### config.mk
export PLATFORM = sky130hd
export DESIGN_NAME = board_renderer
export DESIGN_NICKNAME = d
export VERILOG_FILES = /design/src/rtl/chess_pkg.sv /design/src/rtl/piece_art_rom.sv /design/src/rtl/board_renderer.sv
export SDC_FILE = /design/constraint.sdc
export NUM_CORES = 1
export LEC_CHECK = 0
export CAP_MARGIN = 20
export CORE_UTILIZATION = 46
export CTS_CLUSTER_DIAMETER = 100
export DETAILED_ROUTE_END_ITERATION = 8
export GPL_TIMING_DRIVEN = 0
export PLACE_DENSITY = 0.95
export SYNTH_ARGS = -nofsm -noshare
export SYNTH_HDL_FRONTEND = slang
export SYNTH_SLANG_ARGS = --single-unit
### constraint.sdc
create_clock -name clk -period 8 [get_ports clk]
set_input_delay 0.8 -clock clk [delete_from_list [all_inputs] [get_ports clk]]
set_output_delay 0.8 -clock clk [all_outputs]
set_load 0.005 [all_outputs]
### src/rtl/chess_pkg.sv
// Shared chess types and display colours for the board renderer.
// The board nibble layout is {colour, piece[2:0]}.
package chess_pkg;

  typedef enum logic [2:0] {
    NONE   = 3'd0,
    PAWN   = 3'd1,
    KNIGHT = 3'd2,
    BISHOP = 3'd3,
    ROOK   = 3'd4,
    QUEEN  = 3'd5,
    KING   = 3'd6,
    MARKER = 3'd7
  } piece_e;

  typedef enum logic {
    COLOR_WHITE = 1'b0,
    COLOR_BLACK = 1'b1
  } color_e;

  typedef struct packed {
    color_e color;
    piece_e piece;
  } square_t;

  typedef logic [7:0] rgb_t;

  // {R[2:0], G[2:0], B[1:0]}
  localparam rgb_t RGB_BLACK       = 8'h00;
  localparam rgb_t RGB_CURSOR      = 8'h03;
  localparam rgb_t RGB_SELECT      = 8'hE0;
  localparam rgb_t RGB_PIECE_BLACK = 8'h25;
  localparam rgb_t RGB_PIECE_WHITE = 8'hFF;
  localparam rgb_t RGB_LAST        = 8'hD8;
  localparam rgb_t RGB_DARK        = 8'hA0;
  localparam rgb_t RGB_LIGHT       = 8'hFA;

  function automatic logic is_piece(input piece_e p);
    return (p >= PAWN) && (p <= KING);
  endfunction

endpackage

### src/rtl/piece_art_rom.sv
// Combinational 8x8 piece bitmaps; row[0] is the leftmost art pixel.
// Empty squares and the marker code have no art.
module piece_art_rom
  import chess_pkg::*;
(
  input  logic [2:0] piece,
  input  logic [2:0] ay,
  output logic [0:7] row
);

  localparam logic [7:0] PAWN_ART [0:7] = '{
    8'b00000000, 8'b00011000, 8'b00111100, 8'b00111100,
    8'b00011000, 8'b00111100, 8'b01111110, 8'b01111110
  };
  localparam logic [7:0] KNIGHT_ART [0:7] = '{
    8'b00000000, 8'b00111000, 8'b01111100, 8'b11101110,
    8'b00011110, 8'b00111100, 8'b01111110, 8'b01111110
  };
  localparam logic [7:0] BISHOP_ART [0:7] = '{
    8'b00011000, 8'b00111100, 8'b00110100, 8'b00111100,
    8'b00011000, 8'b00111100, 8'b01111110, 8'b01111110
  };
  localparam logic [7:0] ROOK_ART [0:7] = '{
    8'b00000000, 8'b01011010, 8'b01111110, 8'b00111100,
    8'b00111100, 8'b00111100, 8'b01111110, 8'b01111110
  };
  localparam logic [7:0] QUEEN_ART [0:7] = '{
    8'b01011010, 8'b01011010, 8'b01111110, 8'b00111100,
    8'b00111100, 8'b00111100, 8'b01111110, 8'b01111110
  };
  localparam logic [7:0] KING_ART [0:7] = '{
    8'b00011000, 8'b00111100, 8'b00011000, 8'b01111110,
    8'b00111100, 8'b00111100, 8'b01111110, 8'b01111110
  };

  always_comb begin
    // NOTE: default first so every path assigns row; a missing branch would infer a latch.
    row = '0;
    case (piece)
      PAWN:    row = PAWN_ART[ay];
      KNIGHT:  row = KNIGHT_ART[ay];
      BISHOP:  row = BISHOP_ART[ay];
      ROOK:    row = ROOK_ART[ay];
      QUEEN:   row = QUEEN_ART[ay];
      KING:    row = KING_ART[ay];
      default: row = '0;
    endcase
  end

endmodule

### src/rtl/board_renderer.sv
// Two-stage chessboard pixel generator: stage 1 tracks square/art counters and
// fetches the board nibble and art row, stage 2 resolves the pixel colour.
module board_renderer
  import chess_pkg::*;
#(
  parameter int   SQ_SIZE      = 50,
  parameter int   ORIGIN_X     = 120,
  parameter int   ORIGIN_Y     = 40,
  parameter int   BORDER       = 5,
  parameter int   ART_SCALE    = 5,
  parameter int   BLINK_FRAMES = 30,
  parameter logic SYNC_IDLE    = 1'b1
) (
  input  logic         clk,
  input  logic         rst,
  input  logic [9:0]   hcount,
  input  logic [9:0]   vcount,
  input  logic         hsync_in,
  input  logic         vsync_in,
  input  logic         blank_in,
  input  logic [255:0] board,
  input  logic [5:0]   cursor_addr,
  input  logic [5:0]   select_addr,
  input  logic         select_en,
  input  logic [5:0]   last_from,
  input  logic [5:0]   last_to,
  input  logic         last_en,
  input  logic         flip,
  output logic [7:0]   rgb,
  output logic         hsync_out,
  output logic         vsync_out
);

  localparam int SW = $clog2(SQ_SIZE);
  localparam int AW = $clog2(ART_SCALE + 1);
  localparam int FW = 16;

  localparam logic [9:0]    OX      = 10'(ORIGIN_X);
  localparam logic [9:0]    OY      = 10'(ORIGIN_Y);
  localparam logic [SW-1:0] S_LAST  = SW'(SQ_SIZE - 1);
  localparam logic [SW-1:0] B_LO    = SW'(BORDER);
  localparam logic [SW-1:0] B_HI    = SW'(SQ_SIZE - BORDER);
  localparam logic [SW-1:0] ART_HI  = SW'(BORDER + 8 * ART_SCALE);
  localparam logic [AW-1:0] A_LAST  = AW'(ART_SCALE - 1);
  localparam logic [FW-1:0] F_LAST  = FW'((BLINK_FRAMES > 0) ? BLINK_FRAMES - 1 : 0);

  // One axis of the board walk: square index, pixel within square, art cell.
  typedef struct packed {
    logic          in;
    logic [2:0]    sq;
    logic [SW-1:0] pos;
    logic [2:0]    art;
    logic [AW-1:0] sub;
  } axis_t;

  function automatic axis_t axis_step(input axis_t cur, input logic load);
    axis_t nxt;
    nxt = cur;
    if (load) begin
      nxt.in  = 1'b1;
      nxt.sq  = 3'd0;
      nxt.pos = '0;
    end else if (cur.in) begin
      if (cur.pos == S_LAST) begin
        nxt.pos = '0;
        nxt.sq  = cur.sq + 3'd1;
        if (cur.sq == 3'd7) nxt.in = 1'b0;
      end else begin
        nxt.pos = cur.pos + 1'b1;
      end
    end
    // Art cells restart at the first inner pixel so no division is needed.
    if (nxt.pos == B_LO) begin
      nxt.art = 3'd0;
      nxt.sub = '0;
    end else if (cur.sub == A_LAST) begin
      nxt.sub = '0;
      nxt.art = cur.art + 3'd1;
    end else begin
      nxt.sub = cur.sub + 1'b1;
    end
    return nxt;
  endfunction

  axis_t      x_q, y_q, x_nxt, y_nxt;
  logic [5:0] disp_n, idx_n, idx_q;
  square_t    sq_n, sq_q;
  logic [0:7] art_row_n, art_q;
  logic       hs_d1, vs_d1, blank_d1;
  logic [FW-1:0] frame_cnt;
  logic       blink_on;

  always_comb begin
    x_nxt  = axis_step(x_q, hcount == OX);
    y_nxt  = (hcount == 10'd0) ? axis_step(y_q, vcount == OY) : y_q;
    disp_n = {y_nxt.sq, x_nxt.sq};
    idx_n  = flip ? (6'd63 - disp_n) : disp_n;
    sq_n   = square_t'(board[{idx_n, 2'b00} +: 4]);
  end

  piece_art_rom u_art (
    .piece (sq_n.piece),
    .ay    (y_nxt.art),
    .row   (art_row_n)
  );

  // Stage 1: counters and delayed timing signals.
  always_ff @(posedge clk) begin
    if (rst) begin
      x_q      <= '0;
      y_q      <= '0;
      hs_d1    <= SYNC_IDLE;
      vs_d1    <= SYNC_IDLE;
      blank_d1 <= 1'b1;
    end else begin
      // NOTE: non-blocking so each register samples the pre-edge value of the others.
      x_q      <= x_nxt;
      y_q      <= y_nxt;
      hs_d1    <= hsync_in;
      vs_d1    <= vsync_in;
      blank_d1 <= blank_in;
    end
  end

  // NOTE: fetched data carries no reset; in_x/in_y are reset and mask it until valid.
  always_ff @(posedge clk) begin
    sq_q  <= sq_n;
    idx_q <= idx_n;
    art_q <= art_row_n;
  end

  always_ff @(posedge clk) begin
    if (rst) begin
      frame_cnt <= '0;
      blink_on  <= 1'b1;
    end else if (BLINK_FRAMES != 0 && hcount == 10'd0 && vcount == 10'd0) begin
      if (frame_cnt == F_LAST) begin
        frame_cnt <= '0;
        blink_on  <= ~blink_on;
      end else begin
        frame_cnt <= frame_cnt + 1'b1;
      end
    end
  end

  // Stage 2: colour priority.
  logic border, art_valid, art_bit;
  rgb_t sq_colour, colour;

  always_comb begin
    border    = (x_q.pos < B_LO) || (x_q.pos >= B_HI) ||
                (y_q.pos < B_LO) || (y_q.pos >= B_HI);
    art_valid = (x_q.pos >= B_LO) && (x_q.pos < ART_HI) &&
                (y_q.pos >= B_LO) && (y_q.pos < ART_HI);
    art_bit   = art_q[x_q.art];
    sq_colour = (y_q.sq[0] ^ x_q.sq[0]) ? RGB_DARK : RGB_LIGHT;
    colour    = sq_colour;
    if (!x_q.in || !y_q.in || blank_d1) begin
      colour = RGB_BLACK;
    end else if (border) begin
      if (blink_on && idx_q == cursor_addr)
        colour = RGB_CURSOR;
      else if (select_en && idx_q == select_addr)
        colour = RGB_SELECT;
    end else if (art_valid && art_bit && is_piece(sq_q.piece)) begin
      colour = (sq_q.color == COLOR_BLACK) ? RGB_PIECE_BLACK : RGB_PIECE_WHITE;
    end else if (art_valid && sq_q.piece == MARKER) begin
      colour = RGB_BLACK;
    end else if (last_en && (idx_q == last_from || idx_q == last_to)) begin
      colour = RGB_LAST;
    end
  end

  always_ff @(posedge clk) begin
    if (rst) begin
      rgb       <= RGB_BLACK;
      hsync_out <= SYNC_IDLE;
      vsync_out <= SYNC_IDLE;
    end else begin
      rgb       <= colour;
      hsync_out <= hs_d1;
      vsync_out <= vs_d1;
    end
  end

endmodule
==> impl_results.md <==
* Core area at 14590 um^2
* Critical Path End Type: flip-flop
* Register area share after synthesis at 22.68%
* Ys flop type: dfxtp_1
* Dpl hpwl at 22610 um
* Crit-path slowest cell: nor4_1
* DR vias/cell at 5.993
* Min Clock Period, post-route at 4950 ps
* Post-Syn Instances at 961
* Critical Path AT at 5210 ps
* Vias in the first global route at 8708
* Slew @ Worst Pin at 850.3 ps
* Fin cells at 1480
* Fin nets at 1618
* Cell-by-cell trace of the critical path: clkdlybuf4s50_1, nor4_1, and4_1, clkbuf_1, o21ai_0, mux2_2, xnor2_2, buf_2, inv_2, nand3_1, o22ai_1, nor4_4, mux2i_1, buf_2, nor2_1, a21oi_1, o22ai_1
* Count leader, synth: nand2_1
* Global-route wire length before repair at 43790 um
* Dominant delay contributor by cell family on the critical path: buffers and inverters
* Initial antenna violation count at 3
* HP Class: flip-flop to flip-flop
* CTS tree: done
* Number of clock sinks at 78
* Yosys top cell area share at 22.68%
* Top cells by count, synth: nand2_1, nand3_1, dfxtp_1
* Post-synth top area cell: dfxtp_1
* Remaining global-route overflow at 0
* Worst-path fanout max at 10
* Max-cap viol count at 0
* Largest net degree at the start of global routing at 15
* Final Hold Fails at 0
* Placed cell count at 1461
* Final period util at 61.87%
* Via total after detailed routing at 8869
* Initial Utilization at 47.20%
* Cell Area, Synth at 6885 um^2
* P&R area growth vs syn at 53.84%
* Layout cells sized above 1 at 6.265%
* Clk buf depth at 2
* Syn_nets at 1291
* Root Driver: clkbuf_16
* Critical path's largest stage delay at 470 ps
* Outcome: completed
* CTS HTree Levels at 3
* Register clock-pin slew on the reported worst setup and hold paths at 60 ps
* Clk_lat worst skew at 340 ps
* RePlAce Congestion at 0.9393
* WS Path Type: input pin to flip-flop
* Peak supply drop at 0.00009877 V
* Power Density at 113.7 nW/um^2
* Register bit total from synthesis at 78
* Setup TNS at 0 ps
* Post-CTS Setup Inserts at 0
* CP Data Required Time at 8260 ps
* Hold-fix buffers, CTS at 0
* CTS Buf Count at 9
* Cts repair resizes at 0
* Floorplan die height at 124.3 um
* Final wirelength at 28180 um
* CP Launch Type: input pin
* Post-synth EDFFs at 0
* IO Port Bufs at 316
* Die footprint at 15460 um^2
* Syn avg cell area at 7.165 um^2
* Num ports at 318
* Highest Clock Rate at 0.2020 GHz
* 1st-iter DRT viols at 842
* Synth top area cells: dfxtp_1, nand2_1, nand3_1
* Async set or reset register ratio after synthesis at 0%
* Wire per inst at 19.04 um
* Drt drc at 0
* Row count at 44
* Yosys warns at 0
* RSZ-0062 raised after global routing: false
* Buffers and inverters on the worst path at 5
* Post-route ant nets at 0
* Synth cell types at 69
* Leak at 4.179 nW
* Slew Viols, Final at 0
* Drt pass-1 iters at 5
* Horiz. Die Dim at 124.3 um
* # setup viols final at 0
* GRT Total Usage at 35.12%
* Worst Skew at 6.861 ps
* Fillers at 1134
* Max_slew headroom at 42.79%
path summary, 6_finish.rpt:
path,slack [ps],endpoint,from,depth (start not counted)
max,3050,art_q[5],vcount[7],17
min,410,hsync_out,hs_d1,1
max reg2reg,3410,sq_q[3],x_q[6],17
min reg2reg,410,hsync_out,hs_d1,1
metrics by stage:
stage               hold slack (ps)  utilization, %  area (um^2)  setup slack, ps  total power [mW]
finish                        410.8           72.61        10590             3050             1.205
global route                  420.1           72.61        10590             2788             1.246
CTS                           413.4           72.56        10590             3127             1.198
detailed placement            398.9           70.45        10280             2807            0.7851
global placement              395.3           70.45        10280             2954            0.7778
floorplan                     389.5               -         6885             4073            0.5782
power breakdown:
part           internal (mW)  switching, mW  leakage (nW)
logic                  0.216          0.159          3.40
clock network          0.254          0.166         0.147
registers              0.401        0.00898         0.635
layout make-up:
class | instances | area (um^2) | share of cell area (%)
timing repair buffer | 316 | 3163 | 29.86
antenna | 3 | 7.507 | 0.07087
clock inverter | 5 | 63.81 | 0.6024
buffer | 79 | 409.1 | 3.862
tap | 184 | 230.2 | 2.173
clock buffer | 11 | 242.7 | 2.292
sequential | 78 | 1562 | 14.74
inverter | 24 | 90.09 | 0.8505
multi-input combinational | 780 | 4825 | 45.55
registers in the layout, indices dropped and copies added, names as in the netlist:
name	count
vs_d1	1
x_q	16
hsync_out	1
frame_cnt	16
art_q	7
idx_q	6
y_q	16
sq_q	4
hs_d1	1
blank_d1	1
rgb	7
blink_on	1
vsync_out	1
logic make-up after synthesis:
logic type | Yosys count | share of synthesized area (%)
DFF | 78 | 22.68
and+or+nand+nor | 491 | 34.54
muxes | 29 | 4.525
buffers and inverters | 103 | 7.251
AOI/OAI and AO/OA | 185 | 20.15
adders and majority gates | 22 | 3.998
xor gates and xnor gates | 53 | 6.851
metal layers:
metal  global-route usage, %  vias up  wire length [um]  part of all wire [%]
met1                   40.31     4093             10520                    37
li1                        -     4145                 -                     -
met5                       0        -                 0                     0
met4                   18.43        0              1484                   5.3
met2                   63.02      517             13950                    50
met3                   4.596      114              2216                   7.9
worst reg2reg max path, delay by kind of cell (launching register included):
kind,cells,cell delay [ps]
compound gates,3,700
fa+ha+maj,1,260
buf+inv,6,2220
flops,1,460
simple gates,7,880
cell usage in the layout (no fill, tap or decap), drive strengths merged, types with 4 or more instances in the layout:
master and count:
or4 4, and3 44, nor2 64, nor4 17, o21ai 23, mux2 7, xnor2 26, nor3 19
xor2 27, a311o 4, clkdlybuf4s50 316, a211oi 24, a311oi 34, nand2 201, nand4 18, buf 41
and2 8, dfxtp 78, o211ai 7, a31oi 7, a211o 13, a221oi 15, a21oi 23, nand2b 4
or3 7, clkbuf 49, o22ai 6, inv 26, nand3 80, a32o 4, a21o 4, ha 22
mux2i 21, or2 10
No activity file was read; power rests on OpenSTA's default activity.
